$ cat src/rtl/clk_div_prog.sv
// Multi-channel programmable clock/strobe divider with per-channel one-deep
// ratio staging, glitch-free ratio switch at period wrap, and a shared resync.
module clk_div_prog #(
  parameter  int CHANNELS    = 2,
  parameter  int MAX_DSR     = 16,
  parameter  int DEFAULT_DSR = 4,
  parameter  int CNT_W       = $clog2(MAX_DSR + 1),
  localparam int CHAN_W      = (CHANNELS > 1) ? $clog2(CHANNELS) : 1
) (
  input  logic                      clkIn,
  input  logic                      rst,
  input  logic                      en,
  input  logic                      resync,
  input  logic                      cfgValid,
  output logic                      cfgReady,
  input  logic [CHAN_W-1:0]         cfgChan,
  input  logic [CNT_W-1:0]          cfgDsr,
  output logic                      cfgErr,
  output logic [CHANNELS-1:0]       clkOut,
  output logic [CHANNELS-1:0]       strobe,
  output logic [CHANNELS*CNT_W-1:0] cntOut,
  output logic                      aligned
);

  localparam logic [CNT_W-1:0]  DSR_RST  = CNT_W'(DEFAULT_DSR);
  localparam logic [CNT_W-1:0]  DSR_MAX  = CNT_W'(MAX_DSR);
  localparam logic [CHAN_W:0]   CHAN_LIM = (CHAN_W + 1)'(CHANNELS);

  logic                w_chan_ok;
  logic                w_cfg_ok;
  logic                w_xfer;
  logic [CHANNELS-1:0] w_pend_vld;
  logic [CHANNELS-1:0] w_zero;
  logic                r_err;
  logic                r_aligned;

  // Out-of-range channels have no slot, so they always look free and get rejected.
  assign w_chan_ok = ({1'b0, cfgChan} < CHAN_LIM);
  assign w_cfg_ok  = w_chan_ok && (cfgDsr != '0) && (cfgDsr <= DSR_MAX);
  assign cfgReady  = !rst && !(w_chan_ok && w_pend_vld[cfgChan]);
  assign w_xfer    = cfgValid && cfgReady;

  genvar gi;
  generate
    for (gi = 0; gi < CHANNELS; gi++) begin : g_chan
      logic [CNT_W-1:0] r_cnt;
      logic [CNT_W-1:0] r_dsr;
      logic [CNT_W-1:0] r_pend_dsr;
      logic             r_pend_vld;
      logic             r_clk;
      logic             r_stb;
      logic             w_wrap;
      logic             w_apply;
      logic             w_wr;
      logic             w_hi;
      logic [CNT_W-1:0] w_cnt_next;
      logic [CNT_W-1:0] w_dsr_next;
      logic [CNT_W:0]   w_half;

      assign w_wrap     = en && (r_cnt == r_dsr - 1'b1);
      assign w_apply    = resync || w_wrap;
      assign w_dsr_next = (w_apply && r_pend_vld) ? r_pend_dsr : r_dsr;
      assign w_cnt_next = resync ? '0 :
                          !en    ? r_cnt :
                          w_wrap ? '0 : r_cnt + 1'b1;
      // High phase is ceil(D/2) so odd ratios favour the high level.
      assign w_half     = ({1'b0, w_dsr_next} + 1'b1) >> 1;
      assign w_hi       = ({1'b0, w_cnt_next} < w_half);
      assign w_wr       = w_xfer && w_cfg_ok && (cfgChan == CHAN_W'(gi));

      always_ff @(posedge clkIn or posedge rst) begin
        if (rst) begin
          r_cnt      <= '0;
          r_dsr      <= DSR_RST;
          r_pend_dsr <= '0;
          r_pend_vld <= 1'b0;
          r_clk      <= 1'b0;
          r_stb      <= 1'b0;
        end else begin
          r_cnt <= w_cnt_next;
          r_dsr <= w_dsr_next;
          // A write landing on an apply edge refills the slot just freed.
          if (w_wr) begin
            r_pend_vld <= 1'b1;
            r_pend_dsr <= cfgDsr;
          end else if (w_apply) begin
            r_pend_vld <= 1'b0;
          end
          if (resync || en) begin
            r_clk <= w_hi;
          end
          r_stb <= (w_cnt_next == '0) && (en || resync);
        end
      end

      assign w_pend_vld[gi]             = r_pend_vld;
      assign w_zero[gi]                 = (w_cnt_next == '0);
      assign clkOut[gi]                 = r_clk;
      assign strobe[gi]                 = r_stb;
      assign cntOut[gi*CNT_W +: CNT_W]  = r_cnt;
    end
  endgenerate

  always_ff @(posedge clkIn or posedge rst) begin
    if (rst) begin
      r_err     <= 1'b0;
      r_aligned <= 1'b0;
    end else begin
      r_err     <= w_xfer && !w_cfg_ok;
      r_aligned <= &w_zero;
    end
  end

  assign cfgErr  = r_err;
  assign aligned = r_aligned;

endmodule

$ cat config.mk
export PLATFORM = sky130hd
export DESIGN_NAME = clk_div_prog
export DESIGN_NICKNAME = d
export VERILOG_FILES = /design/src/rtl/clk_div_prog.sv
export SDC_FILE = /design/constraint.sdc
export NUM_CORES = 1
export LEC_CHECK = 0
export BUFFER_PORTS_ARGS = -buffer_cell sky130_fd_sc_hd__buf_2
export CAP_MARGIN = 5
export CORE_MARGIN = 1
export CORE_UTILIZATION = 59
export DETAILED_ROUTE_END_ITERATION = 6
export PLACE_DENSITY = 0.8
export SETUP_SLACK_MARGIN = 0.02
export SYNTH_ARGS = -nofsm -noshare
export SYNTH_HDL_FRONTEND = slang
export SYNTH_SLANG_ARGS = --single-unit
$ cat constraint.sdc
create_clock -name clkIn -period 3.3 [get_ports clkIn]
set_input_delay 0.66 -clock clkIn [delete_from_list [all_inputs] [get_ports clkIn]]
set_output_delay 0.66 -clock clkIn [all_outputs]
set_load 0.1 [all_outputs]
Yosys cells after proc, flatten, opt, wreduce, memory -nomap -nowiden
Cells that the tools add are included.

storage, ports and cells
  word-level logic and storage cells = 66
  input port bits = 11
  register bits = 38

cells by class
  reductions and logical operators = 25
  add/subtract/negate cells = 6
  $lt $le $gt $ge = 4
  multiplexer cells = 14
  equality and inequality tests = 2
  bitwise operators = 1

operators by type and width
  operator                                                count
  2-to-1 mux 5 bit                                        8
  logical AND 1 bit                                       13
  adder 5 x 1 -> 6 bit (second input constant)            2
  adder 5 x 1 -> 5 bit (second input constant)            2
  == test 5 bit                                           2
  logical NOT 5 bit                                       2
  < comparator 5 bit                                      2
  subtractor 5 x 1 -> 5 bit (second input constant)       2
  2-to-1 mux 1 bit                                        6
  less-or-equal comparator 5 bit (second input constant)  1
  nonzero test 5 bit                                      1
  nonzero test 2 bit                                      2
  logical NOT 1 bit                                       3
  logical OR 1 bit                                        3
  < comparator 1 x 2 -> 1 bit (second input constant)     1
  AND reduction 2 bit                                     1
  NOT 1 bit                                               1

Logic depth before layout (Yosys ltp)
Gate-level depths: netlist of the first run.

  word-level depth = 8
  gate-level depth with buffers = 17

Least setup slack after synthesis of the first run
Ideal clock, no wire load.

  kind = register -> register
  from = reg g_chan[1].r_cnt[4]
  to = reg g_chan[1].r_clk
  arrival = 3,186 ps
  data required time = 3,217 ps
  slack = 32 ps
  cell stages (with the launch flop) = 16
  period minus slack after synthesis = 3,268 ps
  library setup time = 83 ps
  path buffers = 2
  cell sequence = dfrtp_1 -> buf_2 -> xor2_1 -> nand4_1 -> and2_1 -> a211o_1 -> buf_6 -> nor2_1 -> a21oi_1 -> ha_1 -> a21o_1 -> a21oi_1 -> nand2_1 -> nor2_1 -> a21oi_1 -> o21ai_0

on the way
  word-level cells in the longest chain between the ends = 7

ends and longest elaborated chain
  what                      line  RTL
  start: declaration        46    logic [CNT_W-1:0] r_cnt;
  start signal: assignment  80    r_cnt <= w_cnt_next;
  == test 5 bit             60    assign w_wrap = en && (r_cnt == r_dsr - 1'b1);
  logical AND 1 bit         60
  logical OR 1 bit          61    assign w_apply = resync || w_wrap;
  logical AND 1 bit         62    assign w_dsr_next = (w_apply && r_pend_vld) ? r_pend_dsr : r_dsr;
  2-to-1 mux 5 bit          62
  adder 5 x 1 -> 6 bit      67    assign w_half = ({1'b0, w_dsr_next} + 1'b1) >> 1;
  < comparator 5 bit (*)    68    assign w_hi = ({1'b0, w_cnt_next} < w_half);
  end signal: assignment    90    r_clk <= w_hi;
  end: declaration          50    logic r_clk;

Mark *: on every way between the ends. The rest lies on a longest branch, timed or not.
A chain may end at the register's enable or synchronous reset.

Worst setup path in the final report of the first run
  from = reg g_chan[1].r_dsr[0]
  to = reg g_chan[1].r_clk

on the way
  word-level cells in the longest chain between the ends = 8

ends and longest elaborated chain
  what                       line  RTL
  start: declaration         47    logic [CNT_W-1:0] r_dsr;
  start signal: assignment   81    r_dsr <= w_dsr_next;
  subtractor 5 x 1 -> 5 bit  60
  == test 5 bit              60
  logical AND 1 bit          60
  logical OR 1 bit           61
  logical AND 1 bit          62
  2-to-1 mux 5 bit           62
  adder 5 x 1 -> 6 bit       67
  < comparator 5 bit (*)     68

Marked as above.

==> out/qor.csv, run 1 <==
metric,value,unit
outcome,"complete, no violations",
grt_pass1_wl,8.24,mm
clock_sinks,38,
worst_path_most_repeated_cell,a21oi_1,
max-slew-margin-rel,56.1,%
synth_top_cell_by_area,dfrtp_1,
synth_ff_type,dfrtp_1,
via_count,1925,
hpwlAfterDp,3.63,mm
grt_setup_unrepaired,no,
grt_antenna_before_repair,0,
path_cells,inv_1 > ha_1 > nand2b_1 > a21oi_1 > a311o_1 > a211o_4 > nor2_1 > a21oi_1 > ha_1 > a21o_1 > a21oi_1 > nand2_1 > nor2_1 > a21oi_1 > o21ai_0,
cts_hold_buf,0,
setup_violations,0,
layout-drive-gt1-share,24.9,%
ys_seq_area_share,37.6,%
clkTransAtPathRegs,0.08,ns
drc_errors,0,
worst_pin_slew,0.657,ns
syn_area_per_cell,9.88,um2
worstHoldPathType,in2async,
row_count,23,
power_density,861,nW/um2
syn_inst,257,
start_util,62.6,%
root_buffer,clkbuf_8,
synth_cell_types,47,
nets,303,
synth.area.top_cells,"dfrtp_1 (35%), xnor2_1 (8.3%), mux2_2 (7.1%)",
grt_pass1_vias,1701,
clockBufferDepth,2,
synth_edf_count,0,
area_growth,10.5,%
grt_overflow,0,
cp_slowest_cell,dfrtp_2,
skew,0.0111,ns
critPathMaxFanout,12,
ant_nets,0,
required,3.52,ns
startpoint_type,flop,
setup_tns,0,ns
fin_crit,2.98,ns
fin_cells,331,
cts_tree,built,
dp_cells,319,
routed_wl,5.04,mm
leakagePower,0.00132,uW
yosys.cell_count.top_type,dfrtp_1,
wire_per_inst,15.2,um
fillers,321,
io_buffers,27,
slew_viol_final,0,
ys_warn_count,0,
grt_max_degree,39,
min_period_over_period,90.4,%
grt_use_total,24.8,%
synth_top_area_share,35.5,%
cap_viol_max_count,0,
crit_arrival,3.21,ns
synth_fp_nets,280,
die_height,67.6,um
io_pins,28,
drtIter0Drc,165,
cts_inserted_buffers,5,
first_pass_iters,4,
die_w,67.6,um
synth.cells.most_frequent,"dfrtp_1 (36), xnor2_1 (24), nor2_1 (22)",
cp_slowest_stage_delay,0.46,ns
final_hold_viol_count,0,
synth_area,2540,um2
dieArea,4570,um2
ir_worst_vdd,0.446,mV
htreeDepth,2,
ys_ff_latch,38,
diodes,0,
end_kind,flop,
vias_per_cell,5.82,
worst-setup-path-type,reg2reg,
max_freq,335,MHz
gp_congestion,0.892,
coreArea,4060,um2
clk_latency,0.30,ns
async_flop_share,100,%
[cell type report]
| type | count | area, um2 | share of cell area (%) |
|---|---|---|---|
| timing repair buffer | 35 | 195 | 6.95 |
| clock buffer | 8 | 110 | 3.92 |
| inverter | 10 | 37.5 | 1.34 |
| multi-input combinational | 190 | 1450 | 51.5 |
| tap | 50 | 62.6 | 2.23 |
| sequential | 38 | 955 | 34.0 |
[flip-flops by register name, summed over array words and instances, names as in the netlist]
signal,cells
g_chan.r_stb,2
g_chan.r_clk,2
g_chan.r_dsr,10
g_chan.r_pend_dsr,10
g_chan.r_pend_vld,2
cfgErr,1
g_chan.r_cnt,10
aligned,1
[report_power, final]
group          total (uW)  internal (uW)  leakage [uW]  switching [uW]
clock                 379            211     0.0000575             168
sequential            805            614      0.000470             191
combinational        1230            498      0.000788             736
[logic make-up (layout without fill, tap and decap cells)]
kind of cell             Yosys count  in the layout  share of synthesized area, %
multiplexers                      26             26                          11.6
AND/OR/NAND/NOR                   70             70                          13.5
buffers and inverters             29             53                          5.82
flip-flops                        38             38                          37.6
XOR/XNOR                          41             41                          14.1
adder cells (fa/ha/maj)           12             12                          5.91
AO/OA/AOI/OAI                     41             41                          11.5
[critical path, delay by kind of cell (launching register included)]
kind | cells | cell delay, ns
buf+inv | 1 | 0.07
fa+ha+maj | 2 | 0.50
simple gates | 4 | 0.44
flops | 1 | 0.46
compound gates | 8 | 1.44
[stage by stage]
| stage | hold slack (ns) | worst slack [ns] | power, uW | util [%] | cell area (um2) |
|---|---|---|---|---|---|
| floorplan | 0.463 | 0.0317 | 1820 | - | 2540 |
| global placement | 0.488 | 0.288 | 1990 | 65.5 | 2660 |
| detailed placement | 0.499 | 0.175 | 2020 | 65.5 | 2660 |
| CTS | 0.494 | 0.198 | 2400 | 68.2 | 2770 |
| global route | 0.545 | 0.0410 | 2590 | 69.2 | 2810 |
| finish | 0.495 | 0.316 | 2420 | 69.2 | 2810 |
[worst paths after layout]
| check | startpoint | to | slack (ns) | cells after the start |
|---|---|---|---|---|
| max in group asynchronous | rst | g_chan[1].r_dsr[0] | 2.44 | 3 |
| worst min-delay path | rst | g_chan[1].r_dsr[1] | 0.50 | 3 |
| worst min register to register | g_chan[1].r_clk | g_chan[1].r_clk | 0.54 | 2 |
| worst max-delay path | g_chan[1].r_dsr[0] | g_chan[1].r_clk | 0.32 | 15 |
| min in group clkIn | g_chan[1].r_clk | g_chan[1].r_clk | 0.54 | 2 |
| worst max register to register | g_chan[1].r_dsr[0] | g_chan[1].r_clk | 0.32 | 15 |
[repair_timing]
action / in CTS / in global routing
setup buffers: 0 / 4
endpoints found under the setup margin: 0 / 1
resized for setup: 0 / 3
[metal layers]
| metal | vias up | track usage (%) | share of wire, % |
|---|---|---|---|
| met2 | 60 | 36.1 | 45 |
| met3 | 5 | 5.57 | 4.7 |
| met1 | 912 | 35.2 | 49 |
| met5 | - | 0 | 0 |
| li1 | 948 | - | - |
| met4 | 0 | 9.57 | 1.4 |
[placed cells by master (no fill, tap or decap), types with 9 or more instances in the layout]
| cell | instances |
|---|---|
| dfrtp_1 | 35 |
| buf_2 | 27 |
| xnor2_1 | 24 |
| nor2_1 | 22 |
| xor2_1 | 17 |
| mux2_2 | 16 |
| nand2_1 | 16 |
| ha_1 | 12 |
| inv_1 | 10 |
| a21oi_1 | 10 |
| nand4_1 | 9 |
(Power assumes the default switching activity.)
==> run 2, diff against run 1 <==
Settings changed: REMOVE_ABC_BUFFERS set to 1.
==> run 2 against run 1 <==
Compared with the run above: clock power rose by 3%; total power is 0.62% lower; combinational power fell by 3%; first-iteration DRC count down 37%; die area unchanged; utilization is 0.80 points lower.
==> out/qor.csv, run 2 (synthesis results as in run 1) <==
metric,value,unit,change
min_period_over_period,90.5,%,about the same
io_pins,28,,unchanged
p_total,2400,uW,-0.62%
grt_use_total,24.2,%,-0.53 points
ant_nets,0,,unchanged
clockBufferDepth,2,,unchanged
worstHoldPathType,in2async,,
first_pass_iters,5,,+1
start_util,62.6,%,unchanged
p_clk_share,16.3,%,+0.6 points
required,3.52,ns,about the same
area_growth,9.27,%,
clk_latency,0.29,ns,about the same
cp_slowest_stage_delay,0.46,ns,about the same
cts_inserted_buffers,5,,unchanged
grt_pass1_wl,8.20,mm,-0.41%
outcome,"complete, no violations",,
layout_commonest_cell,dfrtp_1,,
max-slew-margin-rel,62.4,%,+6.3 points
largestRegisters,"g_chan.r_cnt: 10 flops, g_chan.r_dsr: 10 flops, g_chan.r_pend_dsr: 10 flops",,
internal-power,1310,uW,-0.65%
final_hold_viol_count,0,,unchanged
gp_congestion,0.877,,-1.7%
setup_tns,0,ns,unchanged
io_buffers,27,,unchanged
layout-drive-gt1-share,23.7,%,-1.2 points
path_buf_inv,1,,unchanged
root_buffer,clkbuf_8,,
setup_violations,0,,unchanged
clock_sinks,38,,unchanged
p_sw_share,45.3,%,about the same
row_count,23,,unchanged
worst_pin_slew,0.563,ns,-0.0932 ns
drtIter0Drc,104,,-37%
die_w,67.6,um,unchanged
coreArea,4060,um2,unchanged
wire_per_inst,14.9,um,-2.2%
cp_slowest_cell,dfrtp_1,,
dieArea,4570,um2,unchanged
grt_setup_unrepaired,no,,
cp_top_family,compound AO/OA/AOI/OAI gates,,
layout.cells.most_common_list,"dfrtp_1 (36), buf_2 (27), xnor2_1 (24)",,
nets,300,,-0.99%
path_cells,inv_1 > ha_1 > xor2_1 > nand3_1 > o21a_1 > a211o_2 > nor2_1 > a21oi_1 > ha_1 > a21o_1 > a21oi_1 > o211ai_1 > o21ai_0,,
cp.depth,13,,-2
fin_crit,2.99,ns,+0.00290 ns
grt_max_degree,25,,-36%
power_density,866,nW/um2,+0.54%
r2r_cells,13,,-2
crit_arrival,3.20,ns,about the same
p_comb_share,49.4,%,-1.6 points
critPathMaxFanout,13,,+1
cap_viol_max_count,0,,unchanged
max_freq,335,MHz,about the same
seq_power_share,34.3,%,+1.0 points
grt_pass1_vias,1720,,+1.1%
worst-setup-path-type,reg2reg,,
grt_antenna_before_repair,0,,unchanged
via_count,1896,,-1.5%
end_kind,flop,,
hpwlAfterDp,3.62,mm,-0.46%
startpoint_type,flop,,
slew_viol_final,0,,unchanged
routed_wl,4.88,mm,-3.1%
cts_tree,built,,
die_height,67.6,um,unchanged
vias_per_cell,5.78,,-0.61%
diodes,0,,unchanged
clkTransAtPathRegs,0.08,ns,about the same
leakagePower,0.00130,uW,-0.87%
skew,0.00916,ns,-0.00197 ns
grt_overflow,0,,unchanged
htreeDepth,2,,unchanged
drc_errors,0,,unchanged
power.switching,1090,uW,-0.59%
ir_worst_vdd,0.422,mV,-5.4%
-- run 2: changes by cell type in the layout (fill, tap and decap cells not counted), sizes merged --
cell    previous run  this run
buf               35        32
clkbuf             8         5
clkinv             0         2
bufinv             0         1
-- run 2: per-layer routing --
layer	wire, um	up-vias	global-route usage [%]
met4	44	0	5.85
met1	2540	910	35.7
met2	2120	38	35.0
met5	0	-	0
met3	178	4	6.08
li1	-	944	-
-- run 2: timing repair --
item / 4_1_cts / 5_1_grt
buffers inserted: 0 / 0
gates resized for setup: 0 / 1
hold buffers: 0 / 0
setup endpoints to repair: 0 / 1
endpoints found under the hold margin: 0 / 0
-- run 2: power by group through the flow --
| stage | Combinational [uW] | Sequential [uW] | Clock (uW) |
|---|---|---|---|
| global placement | 1140 | 821 | 0 |
| finish | 1190 | 824 | 391 |
| detailed placement | 1170 | 829 | 0 |
| floorplan | 710 | 1050 | 0 |
| CTS | 1180 | 819 | 398 |
| global route | 1300 | 852 | 417 |
-- run 2: final cells by class --
cell class              instances  area, um2
inverters                      10       37.5
flip-flops and latches         38        953
clock inverters                 3       40.0
well taps                      50       62.6
repair buffers                 32        173
fillers                       310       1280
clock buffers                   5       68.8
multi-input cells             190       1440
-- run 2: final timing paths --
kind	from	to	slack [ns]
max in group asynchronous	rst	g_chan[0].r_dsr[2]	2.09
setup / recovery	g_chan[1].r_dsr[0]	g_chan[1].r_clk	0.31
setup reg to reg	g_chan[1].r_dsr[0]	g_chan[1].r_clk	0.31
min in group clkIn	g_chan[1].r_clk	g_chan[1].r_clk	0.50
hold reg to reg	g_chan[1].r_clk	g_chan[1].r_clk	0.50
hold / removal	rst	g_chan[1].r_pend_vld	0.43
-- run 2: metrics by stage --
step           hold WS, ns  util (%)  worst slack, ns  cell area, um2  std cells
5_1_grt              0.478      68.4           0.0108            2770        328
4_1_cts              0.444      68.3            0.231            2770        328
3_3_place_gp         0.475      65.6            0.379            2660        320
2_1_floorplan        0.521         -           0.0657            2430        238
6_report             0.433      68.4            0.313            2770        328
3_5_place_dp         0.484      65.6            0.257            2660        320
==> run 3, diff against run 2 <==
--- a/config.mk
+++ b/config.mk
@@ -7,8 +7,8 @@
 export LEC_CHECK = 0
-export BUFFER_PORTS_ARGS = -buffer_cell sky130_fd_sc_hd__buf_2
 export CAP_MARGIN = 5
 export CORE_MARGIN = 1
-export CORE_UTILIZATION = 59
+export CORE_UTILIZATION = 63
 export DETAILED_ROUTE_END_ITERATION = 6
-export PLACE_DENSITY = 0.8
+export DONT_BUFFER_PORTS = 1
+export PLACE_DENSITY = 0.79
 export REMOVE_ABC_BUFFERS = 1
--- a/constraint.sdc
+++ b/constraint.sdc
@@ -3,2 +3,2 @@
 set_output_delay 0.66 -clock clkIn [all_outputs]
-set_load 0.1 [all_outputs]
+set_load 0.01 [all_outputs]
==> run 3 against run 2 <==
Compared with the run above: global-route usage is 1.5 points higher; sequential power is 2% higher; worst hold slack worse by 0.066 ns; wire length is 0.59% higher; die area is 6.2% lower; via count is 2.6% lower; flip-flop and latch count stayed put; largest cell class unchanged; largest power group unchanged.
==> out/qor.csv, run 3 (synthesis results as in run 1) <==
metric,value,unit,change
worst-setup-path-type,reg2reg,,
cts_hold_buf,0,,unchanged
diodes,0,,unchanged
slew_viol_final,0,,unchanged
vias_per_cell,6.17,,+6.8%
p_clk_share,14.9,%,-1.4 points
max_freq,329,MHz,-1.8%
die_w,65.5,um,-3.1%
outcome,"complete, no violations",,
grt_overflow,0,,unchanged
grt_antenna_before_repair,0,,unchanged
path_cells,inv_1 > ha_1 > nand2b_1 > a21oi_1 > a311o_1 > a211o_2 > nor2_1 > a21oi_1 > ha_1 > a21o_1 > a21oi_1 > nand2_1 > nor2_1 > a21oi_1 > o21ai_0,,
routed_wl,4.91,mm,+0.59%
clock_sinks,38,,unchanged
final_hold_viol_count,0,,unchanged
internal-power,1220,uW,-7.4%
drtIter0Drc,141,,+36%
wire_per_inst,16.4,um,+10%
crit_arrival,3.27,ns,+0.07 ns
ant_nets,0,,unchanged
worst_pin_slew,0.484,ns,-0.0793 ns
layout_commonest_cell,dfrtp_1,,
seq_power_share,41.7,%,+7.4 points
post_cts_buffers,0,,unchanged
rr_endpoint,g_chan[1].r_clk,,
worstHoldPathType,in2async,,
cp_slowest_stage_delay,0.46,ns,about the same
dp_cells,292,,-8.8%
power.switching,791,uW,-27%
fin_cells,299,,-8.8%
largestRegisters,"g_chan.r_cnt: 10 flops, g_chan.r_dsr: 10 flops, g_chan.r_pend_dsr: 10 flops",,
r2r_cells,15,,+2
start_util,67.3,%,+4.8 points
grt_pass1_vias,1813,,+5.4%
layout-drive-gt1-share,14.7,%,-9.0 points
end_kind,flop,,
htreeDepth,2,,unchanged
p_comb_share,43.3,%,-6.1 points
cp-startpoint,g_chan[1].r_dsr[0],,
setup_violations,0,,unchanged
cp_slowest_cell,dfrtp_1,,
grt_max_degree,39,,+56%
skew,0.00961,ns,+0.000449 ns
fillers,304,,-1.9%
coreArea,3770,um2,-7.1%
p_sw_share,39.4,%,-5.9 points
nets,274,,-8.7%
power_density,769,nW/um2,-11%
leakagePower,0.00117,uW,-10%
path_buf_inv,1,,unchanged
cts_tree,built,,
final_core_util,69.2,%,+0.88 points
cp_top_family,compound AO/OA/AOI/OAI gates,,
dp_slack,0.222,ns,-0.0358 ns
root_buffer,clkbuf_8,,
row_count,22,,-4.3%
setup_tns,0,ns,unchanged
io_buffers,0,,-100%
grt_use_total,25.7,%,+1.5 points
min_period_over_period,92.2,%,+1.7 points
timing.rr.start,g_chan[1].r_dsr[0],,
whs,0.367,ns,-0.0658 ns
clk_latency,0.29,ns,about the same
io_pins,28,,unchanged
critPathMaxFanout,13,,unchanged
grt_pass1_wl,8.25,mm,+0.59%
dieArea,4290,um2,-6.2%
required,3.52,ns,about the same
drc_errors,0,,unchanged
grt_setup_unrepaired,no,,
area_growth,2.86,%,
worst_path_most_repeated_cell,a21oi_1,,
gp_congestion,0.830,,-5.4%
max-slew-margin-rel,67.7,%,+5.3 points
via_count,1846,,-2.6%
clockBufferDepth,2,,unchanged
cap_viol_max_count,0,,unchanged
startpoint_type,flop,,
first_pass_iters,5,,unchanged
ctsResizeCount,0,,unchanged
die_height,65.5,um,-3.1%
cts_inserted_buffers,5,,unchanged
ir_worst_vdd,0.418,mV,-0.79%
fin_crit,3.04,ns,+0.0561 ns
layout.cells.most_common_list,"dfrtp_1 (36), xnor2_1 (24), nor2_1 (22)",,
clkTransAtPathRegs,0.07,ns,about the same
r2r_slack,0.26,ns,-0.06 ns
hpwlAfterDp,3.64,mm,+0.70%
layout_setup_ws,0.256,ns,-0.0561 ns
[run 3: area by class of cell]
type,instances,area (um2),share of cell area [%]
Sequential cell,38,953,36.5
Inverter,10,37.5,1.44
Timing Repair Buffer,6,45.0,1.72
Clock buffer,7,76.3,2.92
Multi-Input combinational cell,190,1440,55.1
Tap cell,48,60.1,2.30
[run 3: worst register-to-register path, stage by stage, from the launching register on]
cell and delay (ns):
dfrtp_1 0.46, inv_1 0.09, ha_1 0.20, nand2b_1 0.15, a21oi_1 0.07, a311o_1 0.38
a211o_2 0.44, nor2_1 0.15, a21oi_1 0.05, ha_1 0.32, a21o_1 0.19, a21oi_1 0.20
nand2_1 0.08, nor2_1 0.09, a21oi_1 0.04, o21ai_0 0.07
[run 3: through the flow]
stage	area, um2	power [uW]
floorplan	2430	1500
CTS	2610	2010
finish	2610	2010
global placement	2530	1660
detailed placement	2530	1700
global route	2610	2170
[run 3: worst max-delay path by stage]
stage                 endpoint  slack (ns)  cells after the start
6_report       g_chan[1].r_clk        0.26                     15
3_5_place_dp   g_chan[1].r_clk        0.22                     15
4_1_cts        g_chan[1].r_clk        0.20                     15
5_1_grt        g_chan[1].r_clk        0.02                     15
2_1_floorplan  g_chan[1].r_clk        0.50                     15
3_3_place_gp   g_chan[1].r_clk        0.37                     13
[run 3: routing by layer]
metal | global-route usage [%] | vias to the layer above | wire length [um]
li1 | - | 886 | -
met1 | 32.9 | 887 | 2210
met2 | 41.1 | 63 | 2280
met3 | 7.47 | 10 | 340
met4 | 9.24 | 0 | 79
met5 | 0 | - | 0
[run 3: power by group through the flow]
stage | Combinational [uW] | Sequential [uW] | Clock, uW
floorplan | 699 | 798 | 0
global placement | 829 | 834 | 0
detailed placement | 860 | 845 | 0
CTS | 867 | 836 | 308
global route | 977 | 862 | 330
finish | 870 | 838 | 300
